## src/rtl/rom_boot_loader.sv

```systemverilog
// rom_boot_loader: unpacks 32-bit boot words into timed SRAM byte writes.
// Define ROMLOAD_CHECKSUM_EN to add a 16-bit running checksum of written bytes.
module rom_boot_loader #(
    parameter int                ADDR_W    = 21,
    parameter logic [ADDR_W-1:0] BASE_ADDR = '0,
    parameter int                ROM_BYTES = 49152,
    parameter int                WE_CYCLES = 2
) (
    input  logic              clk,
    input  logic              reset_n,
    input  logic              host_reset,
    input  logic [31:0]       host_bootdata,
    input  logic              host_bootdata_req,
    output logic              host_bootdata_ack,
    output logic [ADDR_W-1:0] sram_addr,
    output logic [7:0]        sram_dout,
    output logic              sram_dout_oe,
    output logic              sram_we_n,
    output logic              busy,
`ifdef ROMLOAD_CHECKSUM_EN
    output logic [15:0]       rom_checksum,
    output logic              checksum_valid,
`endif
    output logic              rom_initialised
);

    localparam int CW = ADDR_W + 1;
    localparam logic [CW-1:0] LAST = CW'(ROM_BYTES);
    localparam int WW = (WE_CYCLES > 1) ? $clog2(WE_CYCLES) : 1;
    localparam logic [WW-1:0] WLAST = WW'(WE_CYCLES - 1);

    typedef enum logic [2:0] {
        IDLE, SETUP, WRITE, HOLD, ACK, WAITREL, DONE
    } state_t;

    state_t            state, state_d;
    logic [31:0]       word_q, word_d;
    logic [1:0]        idx_q, idx_d;
    logic [CW-1:0]     cnt_q, cnt_d, cnt_inc;
    logic [WW-1:0]     wcnt_q, wcnt_d;
    logic              fin_q, fin_d;
    logic [ADDR_W-1:0] addr_q, addr_d;
    logic [7:0]        dout_q, dout_d;
    logic              oe_q, oe_d;
    logic              we_n_q, we_n_d;
    logic              ack_q, ack_d;
    logic              busy_q, busy_d;
    logic              init_q, init_d;
`ifdef ROMLOAD_CHECKSUM_EN
    logic [15:0]       csum_q, csum_d;
`endif

    always_ff @(posedge clk or negedge reset_n) begin
        if (!reset_n) begin
            state  <= IDLE;
            word_q <= '0;
            idx_q  <= '0;
            cnt_q  <= '0;
            wcnt_q <= '0;
            fin_q  <= 1'b0;
            addr_q <= BASE_ADDR;
            dout_q <= '0;
            oe_q   <= 1'b0;
            we_n_q <= 1'b1;
            ack_q  <= 1'b0;
            busy_q <= 1'b0;
            init_q <= 1'b0;
`ifdef ROMLOAD_CHECKSUM_EN
            csum_q <= '0;
`endif
        end else begin
            state  <= state_d;
            word_q <= word_d;
            idx_q  <= idx_d;
            cnt_q  <= cnt_d;
            wcnt_q <= wcnt_d;
            fin_q  <= fin_d;
            addr_q <= addr_d;
            dout_q <= dout_d;
            oe_q   <= oe_d;
            we_n_q <= we_n_d;
            ack_q  <= ack_d;
            busy_q <= busy_d;
            init_q <= init_d;
`ifdef ROMLOAD_CHECKSUM_EN
            csum_q <= csum_d;
`endif
        end
    end

    always_comb begin
        state_d = state;
        word_d  = word_q;
        idx_d   = idx_q;
        cnt_d   = cnt_q;
        cnt_inc = cnt_q + 1'b1;
        wcnt_d  = wcnt_q;
        fin_d   = fin_q;
        addr_d  = addr_q;
        dout_d  = dout_q;
        init_d  = init_q;
`ifdef ROMLOAD_CHECKSUM_EN
        csum_d  = csum_q;
`endif

        unique case (state)
            IDLE: begin
                if (host_bootdata_req) begin
                    word_d  = host_bootdata;
                    idx_d   = 2'd0;
                    state_d = SETUP;
                end
            end
            SETUP: begin
                wcnt_d  = '0;
                state_d = WRITE;
            end
            WRITE: begin
                if (wcnt_q == WLAST) state_d = HOLD;
                else wcnt_d = wcnt_q + 1'b1;
            end
            HOLD: begin
                cnt_d = cnt_inc;
`ifdef ROMLOAD_CHECKSUM_EN
                csum_d = csum_q + {8'h00, dout_q};
`endif
                if (cnt_inc == LAST) begin
                    fin_d   = 1'b1;
                    state_d = ACK;
                end else if (idx_q == 2'd3) begin
                    state_d = ACK;
                end else begin
                    idx_d   = idx_q + 2'd1;
                    state_d = SETUP;
                end
            end
            ACK: begin
                // Always wait for release so a held req is never taken twice.
                if (fin_q) init_d = 1'b1;
                state_d = WAITREL;
            end
            WAITREL: begin
                if (!host_bootdata_req) state_d = fin_q ? DONE : IDLE;
            end
            DONE: begin
                if (host_bootdata_req) state_d = ACK;
            end
            default: state_d = IDLE;
        endcase

        // Outputs are registered from the next state to keep strobes glitch-free.
        if (state_d == SETUP) begin
            addr_d = BASE_ADDR + cnt_d[ADDR_W-1:0];
            unique case (idx_d)
                2'd0: dout_d = word_d[7:0];
                2'd1: dout_d = word_d[15:8];
                2'd2: dout_d = word_d[23:16];
                default: dout_d = word_d[31:24];
            endcase
        end
        oe_d   = (state_d == SETUP) || (state_d == WRITE) || (state_d == HOLD);
        we_n_d = (state_d != WRITE);
        ack_d  = (state_d == ACK);
        busy_d = oe_d || ((state_d == ACK) && (state != DONE));

        if (host_reset) begin
            state_d = IDLE;
            idx_d   = 2'd0;
            cnt_d   = '0;
            wcnt_d  = '0;
            fin_d   = 1'b0;
            addr_d  = BASE_ADDR;
            oe_d    = 1'b0;
            we_n_d  = 1'b1;
            ack_d   = 1'b0;
            busy_d  = 1'b0;
            init_d  = 1'b0;
`ifdef ROMLOAD_CHECKSUM_EN
            csum_d  = '0;
`endif
        end
    end

    assign host_bootdata_ack = ack_q;
    assign sram_addr         = addr_q;
    assign sram_dout         = dout_q;
    assign sram_dout_oe      = oe_q;
    assign sram_we_n         = we_n_q;
    assign busy              = busy_q;
    assign rom_initialised   = init_q;
`ifdef ROMLOAD_CHECKSUM_EN
    assign rom_checksum      = csum_q;
    assign checksum_valid    = init_q;
`endif

endmodule

```

## config.mk

```make
export PLATFORM = sky130hd
export DESIGN_NAME = rom_boot_loader
export DESIGN_NICKNAME = d
export VERILOG_FILES = /design/src/rtl/rom_boot_loader.sv
export SDC_FILE = /design/constraint.sdc
export NUM_CORES = 1
export LEC_CHECK = 0
export CAP_MARGIN = 10
export CORE_MARGIN = 8
export CORE_UTILIZATION = 48
export CTS_CLUSTER_SIZE = 20
export DETAILED_ROUTE_END_ITERATION = 8
export HOLD_SLACK_MARGIN = 0.03
export PLACE_DENSITY = 0.78
export REMOVE_ABC_BUFFERS = 1
export SYNTH_ARGS = -nofsm -noshare
export SYNTH_HDL_FRONTEND = slang
export SYNTH_SLANG_ARGS = --single-unit
```

## constraint.sdc

```tcl
create_clock -name clk -period 4.9 [get_ports clk]
set_input_delay 0.49 -clock clk [delete_from_list [all_inputs] [get_ports clk]]
set_output_delay 0.49 -clock clk [all_outputs]
set_load 0.005 [all_outputs]
```

==> results of run 1 <==
-- cell families after synthesis --
kind of cell / after synthesis / synth area share (%)
muxes: 60 / 13.7
DFF: 95 / 47.8
xor gates and xnor gates: 23 / 4.05
adders and majority gates: 2 / 0.453
AOI/OAI and AO/OA: 100 / 13.8
and+or+nand+nor: 141 / 14.8
buffers and inverters: 61 / 5.43
-- metal layers --
layer	part of all wire (%)	GRT usage, %	up-vias
met5	0	0	-
met4	1.3	5.52	0
met3	5.3	4.51	13
met2	48	25.4	93
li1	-	-	1809
met1	46	20.7	1822
-- flip-flops by register name (all words and copies together), names as in the netlist --
| name | cells |
|---|---|
| idx_q | 2 |
| fin_q | 1 |
| cnt_q | 22 |
| rom_initialised | 1 |
| sram_dout_oe | 1 |
| sram_dout | 8 |
| wcnt_q | 1 |
| sram_we_n | 1 |
| sram_addr | 21 |
| state | 3 |
| host_bootdata_ack | 1 |
| busy | 1 |
| word_q | 32 |
-- synthesized netlist by cell type (2+ instances only) --
cell type  count
mux2i_1       26
a21oi_1       18
buf_6          2
nor4_1         2
xnor2_1       10
dfrtp_1       94
nand3_1       26
or3_1          7
clkbuf_1      22
and3_1         2
mux2_2        24
nor2_1        41
o21ai_0       31
nor3_1         5
o31a_1        16
a211oi_1       5
a31oi_1       17
nand4_1        9
xor2_1        13
nor2b_1        4
mux2_4        10
inv_1         21
nand2_1       25
buf_4          3
and4_1         6
nand2b_1       5
buf_2         12
-- worst max-delay path, delay by kind of cell, from the launching register on --
kind / cells / cell delay (ns)
buf+inv: 1 / 0.24
simple gates: 3 / 1.32
compound gates: 5 / 1.03
flops: 1 / 0.58
mux: 1 / 0.27
-- worst paths after layout --
check	start	endpoint	slack, ns	cells after the start
max	cnt_q[4]$_DFF_PN0_	sram_dout[7]$_DFFE_PN0N_	1.33	10
min	reset_n	rom_initialised$_DFFE_PN0P_	0.12	1
max reg2reg	cnt_q[4]$_DFF_PN0_	sram_dout[7]$_DFFE_PN0N_	1.33	10
min reg2reg	sram_addr[4]$_DFFE_PN0P_	sram_addr[4]$_DFFE_PN0P_	0.51	1
max in group asynchronous	reset_n	word_q[0]$_DFF_PN0_	3.76	2
min in group clk	sram_addr[4]$_DFFE_PN0P_	sram_addr[4]$_DFFE_PN0P_	0.51	1
-- per-stage QoR --
step	instance area, um2	power [mW]	hold slack (ns)	setup WS, ns
after floorplan	4780	1.12	0.194	0.282
after global placement	5690	1.27	0.488	1.49
after detailed placement	5690	1.29	0.492	1.37
after CTS	5880	1.81	0.123	1.31
after global routing	5880	1.89	0.150	1.07
final	5880	1.79	0.118	1.33
-- power by group through the flow --
stage               Combinational (mW)  Sequential, mW  Clock, mW
finish                           0.357           0.916      0.519
CTS                              0.363           0.915      0.529
global route                     0.396           0.926      0.563
floorplan                        0.208           0.917          0
global placement                 0.349           0.926          0
detailed placement               0.359           0.928          0
-- area by class of cell --
| class | count | area [um2] | share of cell area [%] |
|---|---|---|---|
| Sequential cell | 95 | 2380 | 40.4 |
| Clock inverter | 6 | 67.6 | 1.15 |
| Multi-Input combinational cell | 326 | 2340 | 39.7 |
| Clock buffer | 10 | 128 | 2.17 |
| Inverter | 21 | 78.8 | 1.34 |
| Timing Repair Buffer | 74 | 726 | 12.3 |
| Tap cell | 136 | 170 | 2.89 |
==> metrics.md, run 1 <==
| Metric | Value |
|---|---|
| Finished Core Util | `57.8%` |
| Internal Power | `1.30 mW` |
| Worst slew margin | `29.9%` |
| Starting Density | `48.9%` |
| Core Rows | `37` |
| Period minus WS final | `3.57 ns` |
| Yosys cell types | `53` |
| Share of cells above drive strength 1 | `12.2%` |
| Fin. Hold Viols | `0` |
| I/O Pins | `70` |
| Final worst clock skew | `0.0153 ns` |
| Max-Cap Viols | `0` |
| FMAX | `0.280 GHz` |
| Post-CTS Hold Fix Bufs | `0` |
| Number of buffers added for setup after CTS | `0` |
| Synth Cell Area | `0.00498 mm2` |
| Clock H-tree levels | `3` |
| Post-placement cell count | `652` |
| Logic pwr share | `19.9%` |
| Vias in the first global route | `3784` |
| Worst-margin pin slew | `1.05 ns` |
| Number of routed nets with antenna violations | `0` |
| Pins Over Slew Limit | `0` |
| Ant. Diodes | `0` |
| HPWL after DPL | `7560 um` |
| Root buffer cell | `clkbuf_8` |
| Commonest non-fill, non-tap cell in the layout | `dfrtp_1` |
| Worst Path Max Fanout | `36` |
| Post-route DRC | `0` |
| Worst EP arrival | `3.79 ns` |
| Chip height | `118 um` |
| Routed len/inst | `16.0 um` |
| Clk buf depth | `2` |
| Worst path max stage delay | `0.72 ns` |
| Crit start category | `flip-flop` |
| Synthesized flop and latch total | `95` |
| Flop pwr share | `51.1%` |
| Top_reg_cell synth | `dfrtp_1` |
| Worst Setup End Kind | `flip-flop` |
| Number of flops mapped to enable cells by yosys | `0` |
| Main area contributors after synthesis | `dfrtp_1, mux2_2, mux2i_1, o21ai_0, nor2_1` |
| Most frequent cells in the layout | `dfrtp_1, clkdlybuf4s50_1, nor2_1` |
| Total number of vias | `3737` |
| Synth area leader | `dfrtp_1` |
| Routed wire length | `10700 um` |
| HP Class | `primary input to async pin` |
| Crit path kind | `flip-flop to flip-flop` |
| Slowest CP cell | `or4_1` |
| Drt pass-1 iters | `4` |
| Resize count post-CTS | `0` |
| Final period util | `72.9%` |
| Avg Inst Size Synth | `10.3 um2` |
| Maximum VDD drop | `232 uV` |
| Share of the synthesized area in the top cell type | `47.3%` |
| PortBufs | `69` |
| Synthesis-to-finish area growth | `18.3%` |
| NetSw | `0.497 mW` |
| Overall Global Routing Usage | `16.1%` |
| Leakage | `2.43 nW` |
| Gp weighted congestion | `0.850` |
| Unrepaired setup endpoints after global routing | `no` |
| Worst skew pair latency | `0.37 ns` |
| Ys async rst share | `100%` |
| Sink Count | `95` |
| Power density over the cells | `305 mW/mm2` |
| CTS buffer count | `9` |
| Die X | `118 um` |
| Reg clk slew, reported paths | `0.09 ns` |
| Fillcell total | `847` |
| 1st-iter DRT viols | `221` |
| Endpoints failing setup | `0` |
| Clk pwr share | `29.0%` |
| Sequential fraction of the synthesis area | `47.8%` |
| CTS tree | `yes` |
| Largest net degree at the start of global routing | `50` |
| CORE AREA | `0.0102 mm2` |
| Final nets | `564` |
| Sw Ratio | `27.7%` |
| Setup_tns | `0 ns` |
| Yosys synthesis warning count | `0` |
| Synth Instances | `482` |
| Fin cells | `668` |
| Drt via density | `5.59` |
| Cells along the critical path | `nand4_4, or4_1, or3_1, o211a_2, o2111a_1, buf_4, o22ai_1, o41a_1, mux2i_1, a21oi_1` |
| Worst Path Required | `5.12 ns` |
| First-pass GRT wire length | `18600 um` |
| GR Overflow Total | `0` |
| Status | `finished clean` |
| Die ar. | `0.0139 mm2` |
| Initial antenna violation count | `0` |
(Power assumes the default switching activity.)
==> inputs of run 2 (changes only) <==
--- a/config.mk
+++ b/config.mk
@@ -11,7 +11,7 @@
 export CTS_CLUSTER_SIZE = 20
 export DETAILED_ROUTE_END_ITERATION = 8
 export HOLD_SLACK_MARGIN = 0.03
-export PLACE_DENSITY = 0.78
+export PLACE_DENSITY = 0.8
 export REMOVE_ABC_BUFFERS = 1
 export SYNTH_ARGS = -nofsm -noshare
 export SYNTH_HDL_FRONTEND = slang
==> constraint.sdc (replaced) <==
create_clock -name clk -period 2.9 [get_ports clk]
set_input_delay 0.29 -clock clk [delete_from_list [all_inputs] [get_ports clk]]
set_output_delay 0.29 -clock clk [all_outputs]
set_load 0.005 [all_outputs]
==> metrics.md, run 2 (same netlist as run 1, synthesis figures left out) <==
| Metric | Value |
|---|---|
| Leakage | `2.69 nW (+11%)` |
| Worst skew pair latency | `0.38 ns (about the same)` |
| Worst Path Required | `3.16 ns (-1.96 ns)` |
| Final worst clock skew | `0.0128 ns (-0.00251 ns)` |
| Reg clk slew, reported paths | `0.09 ns (about the same)` |
| Vias in the first global route | `4016 (+6.1%)` |
| Root buffer cell | `clkbuf_8` |
| Pins Over Slew Limit | `0 (unchanged)` |
| Clk pwr share | `30.9% (+1.9 points)` |
| Cells along the critical path | `buf_4, a211o_1, a211oi_2, o221ai_1, a211oi_2, buf_4, o2111ai_2, a31oi_4, a21oi_4, nor2_8, buf_12, mux2_2` |
| Period minus WS final | `2.91 ns (-0.659 ns)` |
| Drt pass-1 iters | `4 (unchanged)` |
| Reg2reg start | `cnt_q[0]$_DFF_PN0_` |
| Final nets | `607 (+7.6%)` |
| Worst Path Max Fanout | `12 (-67%)` |
| Sw Ratio | `27.0% (-0.74 points)` |
| Ant. Diodes | `0 (unchanged)` |
| Pre-CTS WS | `-0.121 ns (-1.49 ns)` |
| HP Class | `primary input to async pin` |
| Routed len/inst | `16.0 um (+0.17%)` |
| Core Rows | `37 (unchanged)` |
| CORE AREA | `0.0102 mm2 (unchanged)` |
| CTS buffer count | `9 (unchanged)` |
| Internal Power | `2.31 mW (+78%)` |
| Status | `finished with violations` |
| RR Endpoint | `sram_addr[7]$_DFFE_PN0P_` |
| Worst path max stage delay | `0.45 ns (-0.27 ns)` |
| Fin cells | `711 (+6.4%)` |
| Worst slew margin | `65.0% (+35 points)` |
| Die X | `118 um (unchanged)` |
| Post-route DRC | `0 (unchanged)` |
| Gp weighted congestion | `0.853 (+0.34%)` |
| Chip height | `118 um (unchanged)` |
| 1st-iter DRT viols | `224 (+1.4%)` |
| Die ar. | `0.0139 mm2 (unchanged)` |
| Worst EP arrival | `3.17 ns (-0.62 ns)` |
| Fin. Hold Viols | `0 (unchanged)` |
| Largest net degree at the start of global routing | `96 (+92%)` |
| Total number of vias | `3952 (+5.8%)` |
| HPWL after DPL | `8140 um (+7.7%)` |
| Reg2Reg Depth | `12 (+2)` |
| Routed wire length | `11400 um (+6.6%)` |
| Worst-margin pin slew | `0.524 ns (-0.525 ns)` |
| Starting Density | `48.9% (unchanged)` |
| Reg-to-reg setup timing slack | `-0.01 ns (-1.34 ns)` |
| Max-Cap Viols | `0 (unchanged)` |
| Overall Global Routing Usage | `16.7% (+0.63 points)` |
| CTS tree | `yes` |
| Biggest register | `word_q` |
| First-pass GRT wire length | `19300 um (+3.6%)` |
| Most frequent cells in the layout | `dfrtp_1, clkdlybuf4s50_1, nor2_1, buf_4, o21ai_0` |
| Clk buf depth | `2 (unchanged)` |
| NetSw | `0.855 mW (+72%)` |
| WHS | `0.481 ns (+0.364 ns)` |
| Sink Count | `95 (unchanged)` |
| Worst Setup End Kind | `flip-flop` |
| Post-placement cell count | `688 (+5.5%)` |
| Logic pwr share | `20.2% (+0.3 points)` |
| Crit start category | `flip-flop` |
| Unrepaired setup endpoints after global routing | `yes` |
| Area of the multi-input gates | `0.00238 mm2 (+2.1%)` |
| Commonest non-fill, non-tap cell in the layout | `dfrtp_1` |
| Share of cells above drive strength 1 | `20.0% (+7.8 points)` |
| Final worst slack | `-0.0141 ns (-1.34 ns)` |
| FMAX | `0.343 GHz (+23%)` |
| Endpoints failing setup | `6 (+6)` |
| Power density over the cells | `498 mW/mm2 (+64%)` |
| Clock H-tree levels | `3 (unchanged)` |
| Number of routed nets with antenna violations | `0 (unchanged)` |
| Flop pwr share | `48.8% (-2.3 points)` |
| Synthesis-to-finish area growth | `27.6%` |
| I/O Pins | `70 (unchanged)` |
| Fillcell total | `807 (-4.7%)` |
| Final period util | `100% (+28 points)` |
| Maximum VDD drop | `457 uV (+97%)` |
| Slowest CP cell | `dfrtp_1` |
| Drt via density | `5.56 (-0.64%)` |
| Crit path kind | `flip-flop to flip-flop` |
| PortBufs | `69 (unchanged)` |
| GR Overflow Total | `0 (unchanged)` |
| Largest register FFs | `32 (unchanged)` |
| Register Area | `0.00238 mm2 (unchanged)` |
| Setup_tns | `-0.0309 ns (-0.0309 ns)` |
| Violated checks | `setup timing` |
| Initial antenna violation count | `0 (unchanged)` |
run 2: cell types whose count changed in the layout (fill, tap and decap cells not counted), sizes merged:
cell	change
clkbuf	-1
inv	+1
dlygate4sd3	+1
clkinvlp	-1
bufinv	+1
buf	+42
run 2: layout make-up:
class,instances,area share (%)
sequential,95,37.5
inverter,21,1.24
clock buffer,9,1.95
clock inverter,7,1.60
multi-input combinational,326,37.6
timing repair buffer,117,17.5
tap,136,2.68
run 2: worst max-delay path by stage:
stage,slack [ns],cells past startpoint,endpoint,startpoint
after CTS,0.02,10,sram_addr[7]$_DFFE_PN0P_,cnt_q[7]$_DFF_PN0_
after detailed placement,-0.12,11,sram_addr[12]$_DFFE_PN0P_,cnt_q[0]$_DFF_PN0_
after global routing,-0.15,10,sram_addr[3]$_DFFE_PN0P_,cnt_q[13]$_DFF_PN0_
final,-0.01,12,sram_addr[7]$_DFFE_PN0P_,cnt_q[0]$_DFF_PN0_
after floorplan,-1.62,8,sram_dout[3]$_DFFE_PN0N_,state[0]$_DFF_PN0_
after global placement,-0.02,10,sram_addr[12]$_DFFE_PN0P_,cnt_q[7]$_DFF_PN0_
run 2: power by group through the flow:
| stage | combinational [mW] | sequential [mW] | clock (mW) |
|---|---|---|---|
| finish | 0.641 | 1.55 | 0.978 |
| global route | 0.714 | 1.56 | 1.06 |
| global placement | 0.613 | 1.56 | 0 |
| floorplan | 0.351 | 1.55 | 0 |
| CTS | 0.644 | 1.54 | 1.01 |
| detailed placement | 0.636 | 1.57 | 0 |
run 2: metrics by stage:
step | area (um2) | total power [mW] | utilization (%)
finish | 6350 | 3.16 | 62.3
floorplan | 4780 | 1.90 | -
global placement | 6010 | 2.17 | 59.0
global route | 6350 | 3.33 | 62.3
CTS | 6290 | 3.20 | 61.8
detailed placement | 6010 | 2.20 | 59.0
run 2: worst max-delay path, delay by kind of cell (launching register included):
family | cells | cell delay (ns)
flops | 1 | 0.45
buf+inv | 3 | 0.47
mux | 1 | 0.34
compound gates | 7 | 1.42
simple gates | 1 | 0.12
run 2: repair_timing:
item | in CTS | in global routing
hold endpoints to repair | 94 | 0
setup endpoints to repair | 26 | 28
hold buffers | 1 | 0
resized for setup | 7 | 6
setup buffers | 3 | 3
pin swaps | 4 | 5
run 2: routing by layer:
metal / up-vias / GRT usage [%] / routed length (um)
met5: - / 0 / 0
li1: 1879 / - / -
met3: 17 / 3.93 / 586
met4: 0 / 7.45 / 198
met2: 112 / 27.6 / 5630
met1: 1944 / 20.4 / 4980
==> inputs of run 3 (changes only) <==
--- a/config.mk
+++ b/config.mk
@@ -6,12 +6,14 @@
 export NUM_CORES = 1
 export LEC_CHECK = 0
 export CAP_MARGIN = 10
+export CELL_PAD_IN_SITES_DETAIL_PLACEMENT = 0
+export CELL_PAD_IN_SITES_GLOBAL_PLACEMENT = 1
 export CORE_MARGIN = 8
-export CORE_UTILIZATION = 48
+export CORE_UTILIZATION = 39
 export CTS_CLUSTER_SIZE = 20
 export DETAILED_ROUTE_END_ITERATION = 8
 export HOLD_SLACK_MARGIN = 0.03
-export PLACE_DENSITY = 0.8
+export PLACE_DENSITY = 0.83
 export REMOVE_ABC_BUFFERS = 1
 export SYNTH_ARGS = -nofsm -noshare
 export SYNTH_HDL_FRONTEND = slang
==> metrics.md, run 3 (same netlist as run 1, synthesis figures left out) <==
| Metric | Value |
|---|---|
| Leakage | `2.74 nW (+1.8%)` |
| Root buffer cell | `clkbuf_16` |
| Setup_tns | `0 ns (+0.0309 ns)` |
| HPWL after DPL | `8150 um (+0.13%)` |
| Chip height | `129 um (+9.5%)` |
| Total number of vias | `3881 (-1.8%)` |
| Post-route DRC | `0 (unchanged)` |
| Max-Cap Viols | `0 (unchanged)` |
| Status | `finished clean` |
| Number of routed nets with antenna violations | `0 (unchanged)` |
| Share of cells above drive strength 1 | `20.5% (+0.53 points)` |
| Finished Cell Area | `0.00649 mm2 (+2.3%)` |
| Final nets | `602 (-0.82%)` |
| Largest net degree at the start of global routing | `50 (-48%)` |
| CTS buffer count | `9 (unchanged)` |
| HP Class | `primary input to async pin` |
| Synthesis-to-finish area growth | `30.5%` |
| Reg2Reg Depth | `9 (-3)` |
| Worst EP arrival | `3.04 ns (-0.13 ns)` |
| Routed wire length | `11700 um (+3.0%)` |
| Die ar. | `0.0166 mm2 (+20%)` |
| Reg2reg start | `cnt_q[6]$_DFF_PN0_` |
| PortBufs | `69 (unchanged)` |
| Drt via density | `5.23 (-5.9%)` |
| Clock H-tree levels | `3 (unchanged)` |
| Crit start category | `flip-flop` |
| I/O Pins | `70 (unchanged)` |
| Reg-to-reg setup timing slack | `0.09 ns (+0.10 ns)` |
| Final period util | `96.9% (-3.6 points)` |
| Finished Core Util | `51.9% (-10 points)` |
| Fin. Hold Viols | `0 (unchanged)` |
| Period minus WS final | `2.81 ns (-0.105 ns)` |
| Routed len/inst | `15.8 um (-1.3%)` |
| Worst-margin pin slew | `0.450 ns (-0.0740 ns)` |
| RR Endpoint | `sram_addr[17]$_DFFE_PN0P_` |
| Post-placement cell area | `0.00605 mm2 (+0.71%)` |
| CORE AREA | `0.0125 mm2 (+23%)` |
| Vias in the first global route | `3899 (-2.9%)` |
| Slowest CP cell | `or4_4` |
| Pins Over Slew Limit | `0 (unchanged)` |
| Commonest non-fill, non-tap cell in the layout | `dfrtp_1` |
| Biggest register | `word_q` |
| Largest register FFs | `32 (unchanged)` |
| Gp weighted congestion | `0.880 (+3.2%)` |
| Unrepaired setup endpoints after global routing | `yes` |
| Clk buf depth | `2 (unchanged)` |
| Endpoints failing setup | `0 (-6)` |
| GR Overflow Total | `0 (unchanged)` |
| 1st-iter DRT viols | `162 (-28%)` |
| Total power | `3.34 mW (+5.7%)` |
| Ant. Diodes | `0 (unchanged)` |
| Final worst clock skew | `0.00688 ns (-0.00588 ns)` |
| FMAX | `0.356 GHz (+3.7%)` |
| Sink Count | `95 (unchanged)` |
| Maximum VDD drop | `299 uV (-35%)` |
| Power density over the cells | `515 mW/mm2 (+3.4%)` |
| Worst Path Max Fanout | `7 (-5)` |
| Worst slew margin | `70.0% (+4.9 points)` |
| Initial antenna violation count | `0 (unchanged)` |
| Overall Global Routing Usage | `14.8% (-1.9 points)` |
| Drt pass-1 iters | `4 (unchanged)` |
| Starting Density | `39.8% (-9.1 points)` |
| Reg clk slew, reported paths | `0.06 ns (-0.03 ns)` |
| First-pass GRT wire length | `19500 um (+0.71%)` |
| Crit path kind | `flip-flop to flip-flop` |
| Core Rows | `41 (+11%)` |
| Worst skew pair latency | `0.35 ns (-0.03 ns)` |
| Worst path max stage delay | `0.62 ns (+0.17 ns)` |
| CTS tree | `yes` |
| Most frequent cells in the layout | `dfrtp_1, clkdlybuf4s50_1, nor2_1` |
| Cells along the critical path | `nand4_4, or4_4, a2111oi_4, o2111ai_4, a31oi_4, a21oi_4, nor2_8, buf_4, mux2_4` |
| Die X | `129 um (+9.5%)` |
| Worst Path Required | `3.13 ns (-0.03 ns)` |
| Worst Setup End Kind | `flip-flop` |
[run 3: cell count changes in the layout (fill, tap and decap cells not counted), moves of 2 or more]
cell	change
buf_4	-4
buf_6	-3
clkbuf_16	+10
clkbuf_8	-9
clkinv_2	+2
inv_6	-2
nand3_1	-3
nand3_2	+3
nor4_2	-2
nor4_4	+2
[run 3: worst max path at each step]
stage	cells after the start	slack, ns	endpoint	start
2_1_floorplan	8	-1.62	sram_dout[3]$_DFFE_PN0N_	state[0]$_DFF_PN0_
3_3_place_gp	12	0.003	sram_addr[7]$_DFFE_PN0P_	cnt_q[0]$_DFF_PN0_
3_5_place_dp	12	-0.06	sram_addr[10]$_DFFE_PN0P_	cnt_q[0]$_DFF_PN0_
4_1_cts	10	0.02	sram_dout[3]$_DFFE_PN0N_	cnt_q[5]$_DFF_PN0_
5_1_grt	9	-0.01	sram_addr[14]$_DFFE_PN0P_	cnt_q[6]$_DFF_PN0_
6_report	9	0.09	sram_addr[17]$_DFFE_PN0P_	cnt_q[6]$_DFF_PN0_
[run 3: critical path, delay by kind of cell (launching register included)]
kind                   cells  cell delay, ns
AOI/OAI and AO/OA          4            0.90
DFF                        1            0.40
buffers and inverters      1            0.18
muxes                      1            0.30
and+or+nand+nor            3            0.91
[run 3: repair_timing]
action | 4_1_cts | 5_1_grt
hold endpoints to repair | 32 | 0
setup buffers | 0 | 2
endpoints found under the setup margin | 18 | 29
pin swaps | 1 | 6
gates cloned | 0 | 1
hold buffers | 1 | 0
gates resized for setup | 3 | 16
[run 3: layout make-up]
cell class,instances,area (um2)
clock buffers,10,229
clock inverters,6,61.3
fillers,1164,6020
inverters,21,78.8
multi-input cells,326,2440
flip-flops and latches,95,2380
well taps,172,215
repair buffers,112,1090
[run 3: metrics by stage]
step	hold WS (ns)	instances	setup slack, ns
after CTS	0.442	739	0.0180
final	0.430	742	0.0905
after global routing	0.483	742	-0.0133
after floorplan	-0.00559	442	-1.62
after global placement	0.268	722	0.00277
after detailed placement	0.274	722	-0.0581
[run 3: metal layers]
metal  share of wire [%]  global-route usage (%)  up-vias
met5                   0                       0        -
met4                 1.4                    5.81        0
met3                 5.3                    4.51       11
met2                  48                    23.1       85
met1                  45                    18.8     1902
li1                    -                       -     1883
[run 3: where the power goes]
part / internal, mW / leakage [nW] / total [mW] / switching, mW
logic: 0.348 / 1.38 / 0.641 / 0.293
clock network: 0.665 / 0.142 / 1.17 / 0.500
registers: 1.47 / 1.22 / 1.54 / 0.0700
total: 2.48 / 2.74 / 3.34 / 0.863
==> RTL change, RTL diff (flow settings as in run 3) <==
The parameter `ADDR_W` goes from 21 to 17.
--- a/src/rtl/rom_boot_loader.sv
+++ b/src/rtl/rom_boot_loader.sv
@@ -1,7 +1,7 @@
 // rom_boot_loader: unpacks 32-bit boot words into timed SRAM byte writes.
 // Define ROMLOAD_CHECKSUM_EN to add a 16-bit running checksum of written bytes.
 module rom_boot_loader #(
-    parameter int                ADDR_W    = 21,
+    parameter int                ADDR_W    = 17,
     parameter logic [ADDR_W-1:0] BASE_ADDR = '0,
     parameter int                ROM_BYTES = 49152,
     parameter int                WE_CYCLES = 2
Ports: changed (resized sram_addr); port bits go from 70 to 66. No check against the original RTL was run, so the function may have changed too.
==> RTL change against run 3 <==
- global-route usage is 0.076 points lower
- final area is 12% lower
- clock power is 15% higher
- synthesized cell count is 13% lower
- worst setup slack better by 66 ps
- first-iteration DRC count is 10% lower
- synthesized area is 10% lower
- wire length is 10% lower
- power is 1.5% higher
- critical path depth stayed put
- sequential cell count is 8 lower
- via count is 12% lower
- largest power group unchanged
==> RTL change: results (changes against run 3) <==
Layout
The number of filler cells placed in the layout was 990 (-15%). The number of flip-flops under the largest register name came to 32 (unchanged). The final layout net count is 524 (-13%). The share of cells above drive strength 1 is 22.56% (+2.0 points).

Route
The met3 wirelength from detailed routing was 614 microns (-2.1%). The detailed-route via count is 3,427 (-12%). The met1 routed wirelength after detailed routing is 4.894 mm (-8.1%).

The highest metal layer with signal wires is met4. The detailed-route wire length is 10.56 mm (-10%). The wire length on met2 is 4.942 mm (-12%).

The number of violations reported at the end of detailed-routing iteration 0 is 145 (-10%).

Clock network
The post-CTS setup repair buffer count is 0 (unchanged). The clock transition at the register clock pins on the worst setup and hold paths after CTS is roughly 70 ps. The clock latency of the later-clocked register in the worst-skew pair is roughly 340 ps. The H-tree depth is 3 (unchanged). CTS placed an instance of sky130_fd_sc_hd__clkbuf_16 at the clock tree root. The total clock buffers created by CTS is 9 (unchanged). The deepest clock path buffer count is 2 (unchanged).

STA
The final-report setup violation count is 0 (unchanged). The relative slew slack is 53.76% (-16 points). The setup clock skew after layout is 8.910 ps (+2.033 ps).

GRT
The met2 global-route usage is 23.24% (+0.12 points). The first-pass GRT wire length was 17.61 mm (-9.5%). The met3 capacity usage during global routing came to 4.186% (-0.32 points). The total routing usage reported by global routing is 14.73% (-0.076 points). The global-route track usage on met1 came to 19.04% (+0.26 points). The maximum number of pins on one net before global-route repair is 55 (+10%). The via count of the first global-routing pass was 3,539 (-9.2%).

The number of antenna violations at the first check in global routing came to 0 (unchanged).

Pwr
The switching power total is 0.8152 mW (-5.5%). The power density of the placed cells came to 592.2 nW/um^2 (+15%). The clock group share of total power was 39.6% (+4.8 points).

The power consumed by combinational cells is 0.611 mW (-4.7%). The peak supply drop is 0.3088 mV (+3.1%). The static power due to leakage was 2.413 nW (-12%).

Worst setup path
The cell with the largest stage delay on the worst path is sky130_fd_sc_hd__dfrtp_1. The delay contributed by the slowest stage of the critical path came to 430 ps (-190 ps). The highest net fanout along the worst path is 11 (+4).

The data arrival time of the critical path was 2970 ps (-70 ps).

Yosys
Yosys attributes the largest share of cell area to sky130_fd_sc_hd__dfrtp_1, sky130_fd_sc_hd__mux2_2, sky130_fd_sc_hd__nor2_1, sky130_fd_sc_hd__mux2_4, sky130_fd_sc_hd__o221ai_1. After synthesis, the most frequently instantiated cells are sky130_fd_sc_hd__dfrtp_1, sky130_fd_sc_hd__nor2_1, sky130_fd_sc_hd__mux2_2. The proportion of synthesized flip-flops having asynchronous set or reset is 100.0% (unchanged). The number of distinct standard cells referenced by the synthesized netlist is 46 (-13%).

The portion of the post-synthesis area used by sequential elements was 48.90% (+1.1 points).

Hold path
The kind of path behind the tightest hold check is flip-flop to flip-flop.

Placement
The detailed placer's ending HPWL came to 7.379 mm (-9.5%). The number of buffers added on ports came to 65 (-5.8%). The placement-stage cell area is 5338 sq um (-12%). The worst slack at placement is 48.01 ps (+106.1 ps). The global placer's final weighted congestion is 0.8940 (+1.6%).

Run status
The flow ran to the end, and the final reports show no timing, DRC or antenna violations.
## RTL change: area by class of cell
cell class	count	area, sq um	area share (%)
sequential	87	2180	38.03
multi-input combinational	296	2162	37.72
timing repair buffer	86	833.3	14.54
tap	143	178.9	3.122
clock buffer	9	225.2	3.929
clock inverter	7	126.4	2.205
inverter	7	26.28	0.4584
## RTL change: worst paths after layout
path	depth (start not counted)	end	slack [ps]	start
hold reg to reg	2	rom_initialised	500	rom_initialised
min in group asynchronous	2	sram_addr[11]	530	reset_n
setup reg to reg	9	sram_dout[7]	160	cnt_q[1]
setup / recovery	9	sram_dout[7]	160	cnt_q[1]
max in group asynchronous	3	cnt_q[0]	1650	reset_n
hold / removal	2	rom_initialised	500	rom_initialised
## RTL change: cells by family after synthesis
| family | after synthesis | synth area share [%] |
|---|---|---|
| XOR/XNOR | 18 | 3.539 |
| adder cells (fa/ha/maj) | 2 | 0.5056 |
| AND/OR/NAND/NOR | 160 | 18.60 |
| AO/OA/AOI/OAI | 50 | 7.725 |
| multiplexers | 66 | 17.28 |
| buffers and inverters | 35 | 3.455 |
| flip-flops | 87 | 48.90 |
## RTL change: timing repair
action,4_1_cts,5_1_grt
hold buffers,1,0
endpoints found under the setup margin,0,25
resized for setup,0,8
hold endpoints to repair,51,0
## RTL change: stage by stage
stage	TNS, ps	hold WS, ps	std cells
2_1_floorplan	-18690	-5.591	390
3_3_place_gp	0	379.1	618
3_5_place_dp	0	381.1	618
4_1_cts	0	508.8	635
5_1_grt	0	525.2	635
6_report	0	499.2	635
## RTL change: critical path: cells and delay by family, from the launching register on
kind,cells,cell delay (ps)
simple gates,4,1070
mux,1,350
buf+inv,1,230
xor+xnor,1,130
compound gates,1,140
flops,1,430
fa+ha+maj,1,250
